`src/rtl/serial_compare_ctrl.sv`:
```
// Multi-cycle WIDTH-bit unsigned magnitude compare built on one shared 2-bit slice comparator.
// Walks slices MSB-first and stops at the first unequal slice; result is one-hot aeb/agb/alb.
module serial_compare_ctrl #(
   parameter int unsigned WIDTH = 8
) (
   input  logic             clk,
   input  logic             rst_n,
   input  logic             start,
   input  logic [WIDTH-1:0] a,
   input  logic [WIDTH-1:0] b,
   output logic             busy,
   output logic             done,
   output logic             aeb,
   output logic             agb,
   output logic             alb
);

   localparam int unsigned K     = WIDTH / 2;
   localparam int unsigned IDX_W = (K > 1) ? $clog2(K) : 1;

   typedef enum logic [1:0] {
      IDLE = 2'd0,
      RUN  = 2'd1,
      DONE = 2'd2
   } state_t;

   state_t             state;
   logic [WIDTH-1:0]   ra;
   logic [WIDTH-1:0]   rb;
   logic [IDX_W-1:0]   idx;
   logic [1:0]         sa_c;
   logic [1:0]         sb_c;
   logic               slice_gt_c;
   logic               slice_lt_c;

   // Mux the current 2-bit slice of each captured operand onto the shared comparator
   always_comb begin
      sa_c = '0;
      sb_c = '0;
      for (int k = 0; k < int'(K); k++) begin
         if (idx == IDX_W'(k)) begin
            sa_c = ra[2*k +: 2];
            sb_c = rb[2*k +: 2];
         end
      end
   end

   assign slice_gt_c = (sa_c[1] & ~sb_c[1]) | ((sa_c[1] ~^ sb_c[1]) & sa_c[0] & ~sb_c[0]);
   assign slice_lt_c = (~sa_c[1] & sb_c[1]) | ((sa_c[1] ~^ sb_c[1]) & ~sa_c[0] & sb_c[0]);

   // Sequencer; results only change on a completion edge so they hold across the next job
   always_ff @(posedge clk or negedge rst_n) begin
      if (!rst_n) begin
         state <= IDLE;
         ra    <= '0;
         rb    <= '0;
         idx   <= '0;
         busy  <= 1'b0;
         done  <= 1'b0;
         aeb   <= 1'b0;
         agb   <= 1'b0;
         alb   <= 1'b0;
      end else begin
         case (state)
            IDLE: begin
               done <= 1'b0;
               if (start) begin
                  ra    <= a;
                  rb    <= b;
                  idx   <= IDX_W'(K - 1);
                  busy  <= 1'b1;
                  state <= RUN;
               end
            end
            RUN: begin
               if (slice_gt_c || slice_lt_c) begin
                  aeb   <= 1'b0;
                  agb   <= slice_gt_c;
                  alb   <= slice_lt_c;
                  busy  <= 1'b0;
                  done  <= 1'b1;
                  state <= DONE;
               end else if (idx == '0) begin
                  aeb   <= 1'b1;
                  agb   <= 1'b0;
                  alb   <= 1'b0;
                  busy  <= 1'b0;
                  done  <= 1'b1;
                  state <= DONE;
               end else begin
                  idx <= idx - 1'b1;
               end
            end
            DONE: begin
               done  <= 1'b0;
               busy  <= 1'b0;
               state <= IDLE;
            end
            default: begin
               busy  <= 1'b0;
               done  <= 1'b0;
               state <= IDLE;
            end
         endcase
      end
   end

endmodule

```
`config.mk`:
```
export PLATFORM = sky130hd
export DESIGN_NAME = serial_compare_ctrl
export DESIGN_NICKNAME = d
export VERILOG_FILES = /design/src/rtl/serial_compare_ctrl.sv
export SDC_FILE = /design/constraint.sdc
export NUM_CORES = 1
export LEC_CHECK = 0
export CAP_MARGIN = 40
export CORE_ASPECT_RATIO = 0.7
export CORE_MARGIN = 10
export CORE_UTILIZATION = 54
export DETAILED_ROUTE_END_ITERATION = 10
export PLACE_DENSITY = 0.82
export SYNTH_ARGS = -nofsm -noshare
export SYNTH_HDL_FRONTEND = slang
export SYNTH_SLANG_ARGS = --single-unit
```
`constraint.sdc`:
```
create_clock -name clk -period 4.85 [get_ports clk]
set_input_delay 0.485 -clock clk [delete_from_list [all_inputs] [get_ports clk]]
set_output_delay 0.485 -clock clk [all_outputs]
set_load 0.03 [all_outputs]
```
-- Word level (Yosys, flattened, before mapping)
Cells that the tools add are included.
- $mul: 0
- shift-type cells: 0
- reductions and logical operators: 9
- add/sub/neg operators: 1
- multiplexer cells: 26
- div/mod/pow operators: 0
- $lt $le $gt $ge: 0
- equal/unequal tests: 8
- bitwise logic cells: 13
- operator list (cell ; count):
    $mux 2 ; 14
    $mux 1 ; 9
    $pmux 2 s2 ; 2
    $and 1x1->1 ; 6
    $ne 2x2->1 const B ; 3
    $reduce_and 2->1 ; 3
    $eq 2x1->1 const B ; 2
    $eq 2x2->1 const B ; 2
    $logic_not 2->1 ; 2
    $not 1->1 ; 4
    $reduce_and 4->1 ; 1
    $reduce_bool 2->1 ; 2
    $ne 3x3->1 const B ; 1
    $or 1x1->1 ; 2
    $pmux 1 s2 ; 1
    $sub 2x1->2 const B ; 1
    $logic_or 1x1->1 ; 1
    $xnor 1x1->1 ; 1
- output and inout port bits: 5
- RAM bits: 0
- bits in latches: 0
- memories kept: 0
- bits in registers: 25
- logic and storage cells: 66
- memory bits (read-only): 0

-- Depth between registers and ports, before layout
Gate-level depths: netlist (run 1).
- word-level depth: 12
- gate-level depth with buffers: 14
- mapped depth without buffers: 13

-- Worst setup path before layout (run 1)
No wires, ideal clock.
- path kind: flip-flop to flip-flop
- start point: reg idx[0]
- end point: reg idx[1]
- required time: 4.724 ns
- slack: 2.466 ns
- period minus slack after synthesis: 2.384 ns
- cell stages (with the launch flop): 14
- arrival time: 2.258 ns
- cells stage by stage: dfrtp_1 inv_1 ha_1 buf_2 nand3b_1 a21oi_1 a21oi_1 nor2_1 a21o_1 ha_1 or2_2 nand2_1 o21ai_1 o32a_1
- longest elaborated chain between the ends: 12
- elaborated cells between the ends (all ways): 33
- those cells by class: add/sub (1); eq/ne (5); mux (11); bitwise (13); reduce/logical (3)
- ends and longest elaborated chain (item ; RTL line ; text):
    from (decl) ; 30 ; logic [IDX_W-1:0] idx;
    from (signal assigned) ; 70 ; idx <= IDX_W'(K - 1);
    from (signal assigned) ; 91 ; idx <= idx - 1'b1;
    $logic_not 2->1 ; 41, 83 ;
    $mux 2 (4 in a row) ; 41 ; if (idx == IDX_W'(k)) begin
    $xnor 1x1->1 or $not 1->1 (tied branches) ; 48, 49 ;
    $and 1x1->1 (on tied branches) (2 in a row) ; 48, 49 ;
    $or 1x1->1 (on tied branches) ; 48, 49 ;
    $logic_or 1x1->1 ; 76 ; if (slice_gt_c || slice_lt_c) begin
    $ne 2x2->1 (no line) ; n/a ;
    $reduce_and 4->1 (no line) ; n/a ;
Several ways; a longest one is shown, not always the timed one. The select of a mux whose other input is x is not followed.
A chain may end at the register's enable or synchronous reset.

-- Final worst setup path (run 1)
Ends and elaborated chain as after synthesis.

==> out/results.tsv, run 1 <==
stage	metric	value	unit
drt	drc violations	0	
yosys	Yosys top cell area share	0.474	
placed_design	DPL Wire Length	2220	um
drt	Antenna Nets Post-Route	0	
yosys	Mapped Nets	137	
timing	clock skew	8.20	ps
placed_design	gpl congestion	0.817	
drt	DRT iter0 DRCs	94	
timing	slew at the pin closest to its max-slew limit	464	ps
pwr	Final Power	1.09	mW
global_route	largest net degree at the start of global routing	18	
drt	Via Count	927	
die	die height	60.5	um
timing	min Tclk post-route	2720	ps
cells_and_area	net count reported at finish	163	
critical_path	crit path max fanout	8	
critical_path	Crit path max-delay family	compound AO/OA/AOI/OAI gates	
timing	final worst path period share	0.561	
cells_and_area	P&R area growth vs syn	22.9	%
critical_path	Crit. End Element	flip-flop	
cts	Clock Latency Late Sink	310	ps
drt	DR vias/cell	5.52	
critical_path	sum of buffers and inverters on the critical path	1	
cts	number of post-CTS setup repair buffers	0	
timing	Setup TNS	0	ps
run_status	status	finished clean	
critical_path	CP startpoint	idx[0]	
die	Initial Util	0.578	
yosys	Synth area leader	dfrtp_1	
die	row cnt	14	
global_route	first-pass GRT wire length	4680	um
pwr	pwr/cell area	699	nW/um2
die	die area	4710	um2
global_route	grt ovf	0	
timing	max-slew violations	0	
cells_and_area	fill count	174	
yosys	sequential element share of the synthesized area	0.474	
global_route	Tot GR Track Use	0.123	
cells_and_area	share of layout cells above drive strength 1	0.191	
drt	drt total wl	2780	um
yosys	post-synthesis cell type count	33	
cells_and_area	antenna diode count	0	
global_route	number of global-route vias before repair	974	
job	Max Cap Viol	0	
critical_path	Crit path arrival time	2980	ps
pwr	Peak VDD IR	0.377	mV
critical_path	cell repeated most along the worst path	a21oi_1	
hold_path	type of the tightest min-delay check	in2async	
cts	H-tree depth	1	
cts	post-CTS resize count	0	
placed_design	Buffers on Ports	23	
timing	RSZ-0062 raised after global routing	false	
yosys	warnings from Yosys	0	
yosys	Netlist Area Pre-Place	1270	um2
pwr	Leakage	0.648	nW
cts	clock-pin slew on the worst setup and hold paths	130	ps
timing	Hold Vio Cnt, Final	0	
critical_path	worst endpoint required time	5110	ps
cts	Hold-fix buffers, CTS	0	
critical_path	worst r2r src	idx[0]	
yosys	Syn Area/Cell	11.3	um2
drt	Pre-antenna DRT Iters	4	
timing	Final setup viols	0	
yosys	Post-Syn Instances	112	
critical_path	Setup crit start kind	flip-flop	
yosys	FF+latch count, synth	24	
critical_path	CP Cell Sequence	inv_1 -> ha_1 -> nand3b_1 -> a21oi_1 -> a21oi_1 -> nor2_1 -> a21oi_1 -> ha_1 -> or2_2 -> nand2_1 -> o21ai_1 -> a31oi_1 -> o32a_1	
drt	DR WL/cell	16.6	um
cells_and_area	final core utilization	0.711	
timing	slew margin rel.	0.690	
timing	Max Fclk	368	MHz
cts	CTS buffer count	3	
die	IO Pins	24	
global_route	initial antenna violation count	0	
cts	CTS tree	yes	
die	core footprint	2190	um2
die	Die W	77.9	um
yosys	synth top area cells	dfrtp_1 (47%), mux2_2 (14%), ha_1 (5.9%)	
cts	CTS max path bufs	2	
critical_path	Crit Path Category	reg2reg	
cts	Clock Sinks	24	
critical_path	CP max stage delay	450	ps
critical_path	CP max stage cell	dfrtp_1	
cts	clk root buf	clkbuf_4	
## logic make-up after synthesis
group	count (synthesis)	synth area share
AND/OR/NAND/NOR	32	0.133
AO/OA/AOI/OAI	25	0.148
flip-flops	24	0.474
multiplexers	16	0.142
buffers and inverters	7	0.0287
adder cells (fa/ha/maj)	6	0.0593
XOR/XNOR	2	0.0138
## through the flow
stage / std cells / hold WS, ps / area (um2) / setup slack, ps
after floorplan: 112 / 189 / 1270 / 2470
after global routing: 168 / 503 / 1560 / 1890
final: 168 / 483 / 1560 / 2130
after CTS: 168 / 492 / 1560 / 2150
after global placement: 164 / 498 / 1520 / 2320
after detailed placement: 165 / 505 / 1530 / 2180
## power breakdown
part / internal [mW] / switching [mW]
Sequential: 0.299 / 0.0701
Combinational: 0.285 / 0.347
Clock: 0.0291 / 0.0571
Total: 0.613 / 0.474
## worst register-to-register path, delay by kind of cell (launching register included)
family                     cells  cell delay (ps)
AOI/OAI and AO/OA              6              850
DFF                            1              450
adders and majority gates      2              580
and+or+nand+nor                4              670
buffers and inverters          1              130
## routing by layer
metal  part of all wire  track usage  up-vias
li1                   -            -      449
met1               0.43        0.147      449
met2               0.52        0.217       27
met3              0.045       0.0383        2
met4             0.0032       0.0233        0
met5                  0            0        -
## Yosys cell counts
| master | number |
|---|---|
| dfrtp_1 | 24 |
| mux2_2 | 16 |
| nand2_1 | 10 |
| a21oi_1 | 9 |
| ha_1 | 6 |
| nor2_1 | 6 |
| nand3b_1 | 4 |
| inv_1 | 3 |
| nor2b_1 | 3 |
| nor3_1 | 3 |
| a21o_1 | 2 |
| a31oi_1 | 2 |
| buf_2 | 2 |
| nor3b_1 | 2 |
| o21ai_0 | 2 |
| a211o_4 | 1 |
| a211oi_1 | 1 |
| a211oi_2 | 1 |
| a211oi_4 | 1 |
| a221oi_1 | 1 |
| a31o_1 | 1 |
| buf_6 | 1 |
| clkbuf_1 | 1 |
| nand2b_1 | 1 |
| nand3_1 | 1 |
| nor3b_2 | 1 |
| o211ai_1 | 1 |
| o21ai_1 | 1 |
| o31ai_1 | 1 |
| o32a_1 | 1 |
| or2_2 | 1 |
| xnor2_1 | 1 |
| xor2_1 | 1 |
## worst paths after layout
path	end	slack, ps	cells past startpoint
setup / recovery	idx[1]	2130	13
hold / removal	rb[4]	480	1
setup reg to reg	idx[1]	2130	13
hold reg to reg	rb[6]	530	1
max in group asynchronous	ra[3]	3910	2
min in group clk	rb[6]	530	1
## layout make-up
type	instances	area [um2]	share of cell area
Sequential cell	24	601	0.386
Timing Repair Buffer	25	253	0.162
Clock buffer	3	22.5	0.0145
Multi-Input combinational cell	81	629	0.404
Inverter	3	11.3	0.00723
Tap cell	32	40.0	0.0257
## placed cells by master (no fill, tap or decap), types with 2 or more instances in the layout
| master | count |
|---|---|
| a21o_1 | 2 |
| a21oi_1 | 9 |
| a31oi_1 | 2 |
| clkbuf_4 | 3 |
| clkdlybuf4s50_1 | 23 |
| dfrtp_1 | 24 |
| ha_1 | 6 |
| inv_1 | 3 |
| mux2_2 | 16 |
| nand2_1 | 10 |
| nand3b_1 | 4 |
| nor2_1 | 6 |
| nor2b_1 | 3 |
| nor3_1 | 3 |
| nor3b_1 | 2 |
| o21ai_0 | 2 |
## state kept, by name, summed over array words and instances, names as in the netlist
| signal | cells |
|---|---|
| agb | 1 |
| done | 1 |
| rb | 8 |
| alb | 1 |
| idx | 2 |
| aeb | 1 |
| ra | 8 |
| state | 2 |
No activity file was read; power rests on OpenSTA's default activity.
==> inputs of run 2 (changes only) <==
Settings changed: CORE_UTILIZATION 54 to 51, PLACE_DENSITY 0.82 to 0.78.
Clock period 4.85 ns to 2.7 ns, I/O delays scaled along.
==> run 2 against run 1 <==
Against the previous run: routed wire length down 2.2%; final cell count grew 2.4%; die area rose by 4.1%; critical path type unchanged; critical endpoint unchanged.
==> out/results.tsv, run 2 (synthesis results as in run 1) <==
stage	metric	value	unit	change
run_status	status	finished clean		
cells_and_area	share of layout cells above drive strength 1	0.225		+0.0335
timing	Max Fclk	392	MHz	+6.8%
die	Die W	79.6	um	+2.2%
critical_path	worst r2r src	idx[0]		
global_route	number of global-route vias before repair	951		-2.4%
die	row cnt	15		+1
timing	slew margin rel.	0.677		-0.0124
drt	drt total wl	2720	um	-2.2%
die	die area	4910	um2	+4.1%
timing	PnR worst setup slack	151	ps	-1980 ps
cells_and_area	net count reported at finish	165		+1.2%
timing	Hold Vio Cnt, Final	0		unchanged
die	core footprint	2420	um2	+11%
job	Max Cap Viol	0		unchanged
critical_path	Setup crit start kind	flip-flop		
critical_path	crit path max fanout	5		-3
timing	Setup TNS	0	ps	unchanged
cells_and_area	P&R area growth vs syn	25.0	%	
critical_path	Worst path depth	12		-1
drt	DR vias/cell	5.45		-1.3%
timing	max-slew violations	0		unchanged
critical_path	CP max stage cell	dfrtp_2		
pwr	pwr/cell area	1250	nW/um2	+79%
cts	H-tree depth	1		unchanged
drt	Antenna Nets Post-Route	0		unchanged
placed_design	gpl congestion	0.842		+3.0%
critical_path	cell repeated most along the worst path	a21oi_1		
hold_path	type of the tightest min-delay check	in2async		
timing	clock skew	3.50	ps	-4.71 ps
timing	Final setup viols	0		unchanged
cts	Clock Sinks	24		unchanged
pwr	Leakage	0.654	nW	+0.95%
cells_and_area	most frequent cells in the layout	dfrtp_1 (23), clkdlybuf4s50_1 (23), mux2_2 (16)		
placed_design	DPL Wire Length	2160	um	-3.0%
critical_path	reg2reg end	idx[1]		
drt	drc violations	0		unchanged
timing	Min Hold Slack	299	ps	-183 ps
critical_path	Crit path max-delay family	compound AO/OA/AOI/OAI gates		
global_route	initial antenna violation count	0		unchanged
die	IO Pins	24		unchanged
timing	final worst path period share	0.944		+0.383
die	die height	61.7	um	+1.9%
critical_path	sum of buffers and inverters on the critical path	1		unchanged
cts	CTS tree	yes		
global_route	first-pass GRT wire length	4540	um	-2.9%
critical_path	Crit path arrival time	2750	ps	-230 ps
cts	CTS buffer count	3		unchanged
drt	DRT iter0 DRCs	58		-38%
critical_path	Worst Setup EP	idx[1]		
cts	clock-pin slew on the worst setup and hold paths	120	ps	about the same
placed_design	Buffers on Ports	23		unchanged
pwr	Peak VDD IR	0.537	mV	+43%
cts	CTS max path bufs	2		unchanged
cells_and_area	Largest regs	ra x8, rb x8		
drt	Pre-antenna DRT Iters	4		unchanged
global_route	largest net degree at the start of global routing	25		+7
die	Initial Util	0.523		-0.0553
critical_path	Crit Path Category	reg2reg		
cells_and_area	antenna diode count	0		unchanged
drt	Via Count	937		+1.1%
global_route	Tot GR Track Use	0.117		-0.00558
global_route	grt ovf	0		unchanged
critical_path	worst endpoint required time	2900	ps	-2210 ps
placed_design	worst slack, placed	115	ps	-2060 ps
cts	Clock Latency Late Sink	300	ps	about the same
critical_path	CP Cell Sequence	inv_1 -> ha_1 -> nand3b_1 -> a21oi_1 -> a21oi_1 -> nor2_1 -> a21oi_1 -> ha_1 -> or2_2 -> nand2_1 -> o21ai_1 -> o32a_1		
critical_path	CP max stage delay	470	ps	+20 ps
critical_path	r2r worst-path depth	12		-1
critical_path	reg2reg setup slack	150	ps	-1980 ps
cts	clk root buf	clkbuf_4		
critical_path	CP startpoint	idx[0]		
timing	slew at the pin closest to its max-slew limit	482	ps	+17.9 ps
critical_path	Crit. End Element	flip-flop		
cts	Hold-fix buffers, CTS	0		unchanged
timing	min Tclk post-route	2550	ps	-172 ps
drt	DR WL/cell	15.8	um	-4.5%
[run 2: what timing repair did]
item	4_1_cts	5_1_grt
gates resized for setup	0	4
setup endpoints to repair	0	2
buffers inserted	0	1
[run 2: through the flow]
step | std cells | total power [mW] | util | area, um2
finish | 172 | 1.98 | 0.654 | 1580
detailed placement | 168 | 1.80 | 0.635 | 1540
CTS | 171 | 1.95 | 0.644 | 1560
floorplan | 112 | 1.50 | - | 1270
global route | 172 | 2.14 | 0.654 | 1580
global placement | 168 | 1.76 | 0.635 | 1540
[run 2: final cells by class]
| cell class | count | area (um2) |
|---|---|---|
| clock buffers | 3 | 22.5 |
| fillers | 193 | 838 |
| inverters | 3 | 11.3 |
| multi-input cells | 81 | 644 |
| flip-flops and latches | 24 | 602 |
| well taps | 34 | 42.5 |
| repair buffers | 27 | 260 |
[run 2: power breakdown]
| group | switching, mW | internal (mW) |
|---|---|---|
| sequential | 0.135 | 0.539 |
| clock | 0.0965 | 0.0521 |
| combinational | 0.620 | 0.537 |
[run 2: worst min path at each step]
stage          start      to  slack (ps)
6_report       rst_n  idx[0]         300
5_1_grt        rst_n  idx[1]         310
4_1_cts        rst_n  idx[0]         310
3_5_place_dp   ra[5]   ra[5]         500
3_3_place_gp   ra[3]   ra[3]         500
2_1_floorplan  rst_n     aeb         -30
[run 2: metal layers]
metal	part of all wire	track usage
met2	0.48	0.199
met1	0.46	0.143
met3	0.056	0.0445
met5	0	0
met4	0.0033	0.0153
[run 2: worst reg2reg max path, stage by stage, from the launching register on]
cell and delay (ps):
dfrtp_2 470, inv_1 130, ha_1 240, nand3b_1 90, a21oi_1 160, a21oi_1 50
nor2_1 120, a21oi_1 60, ha_1 210, or2_2 330, nand2_1 80, o21ai_1 110
o32a_1 380
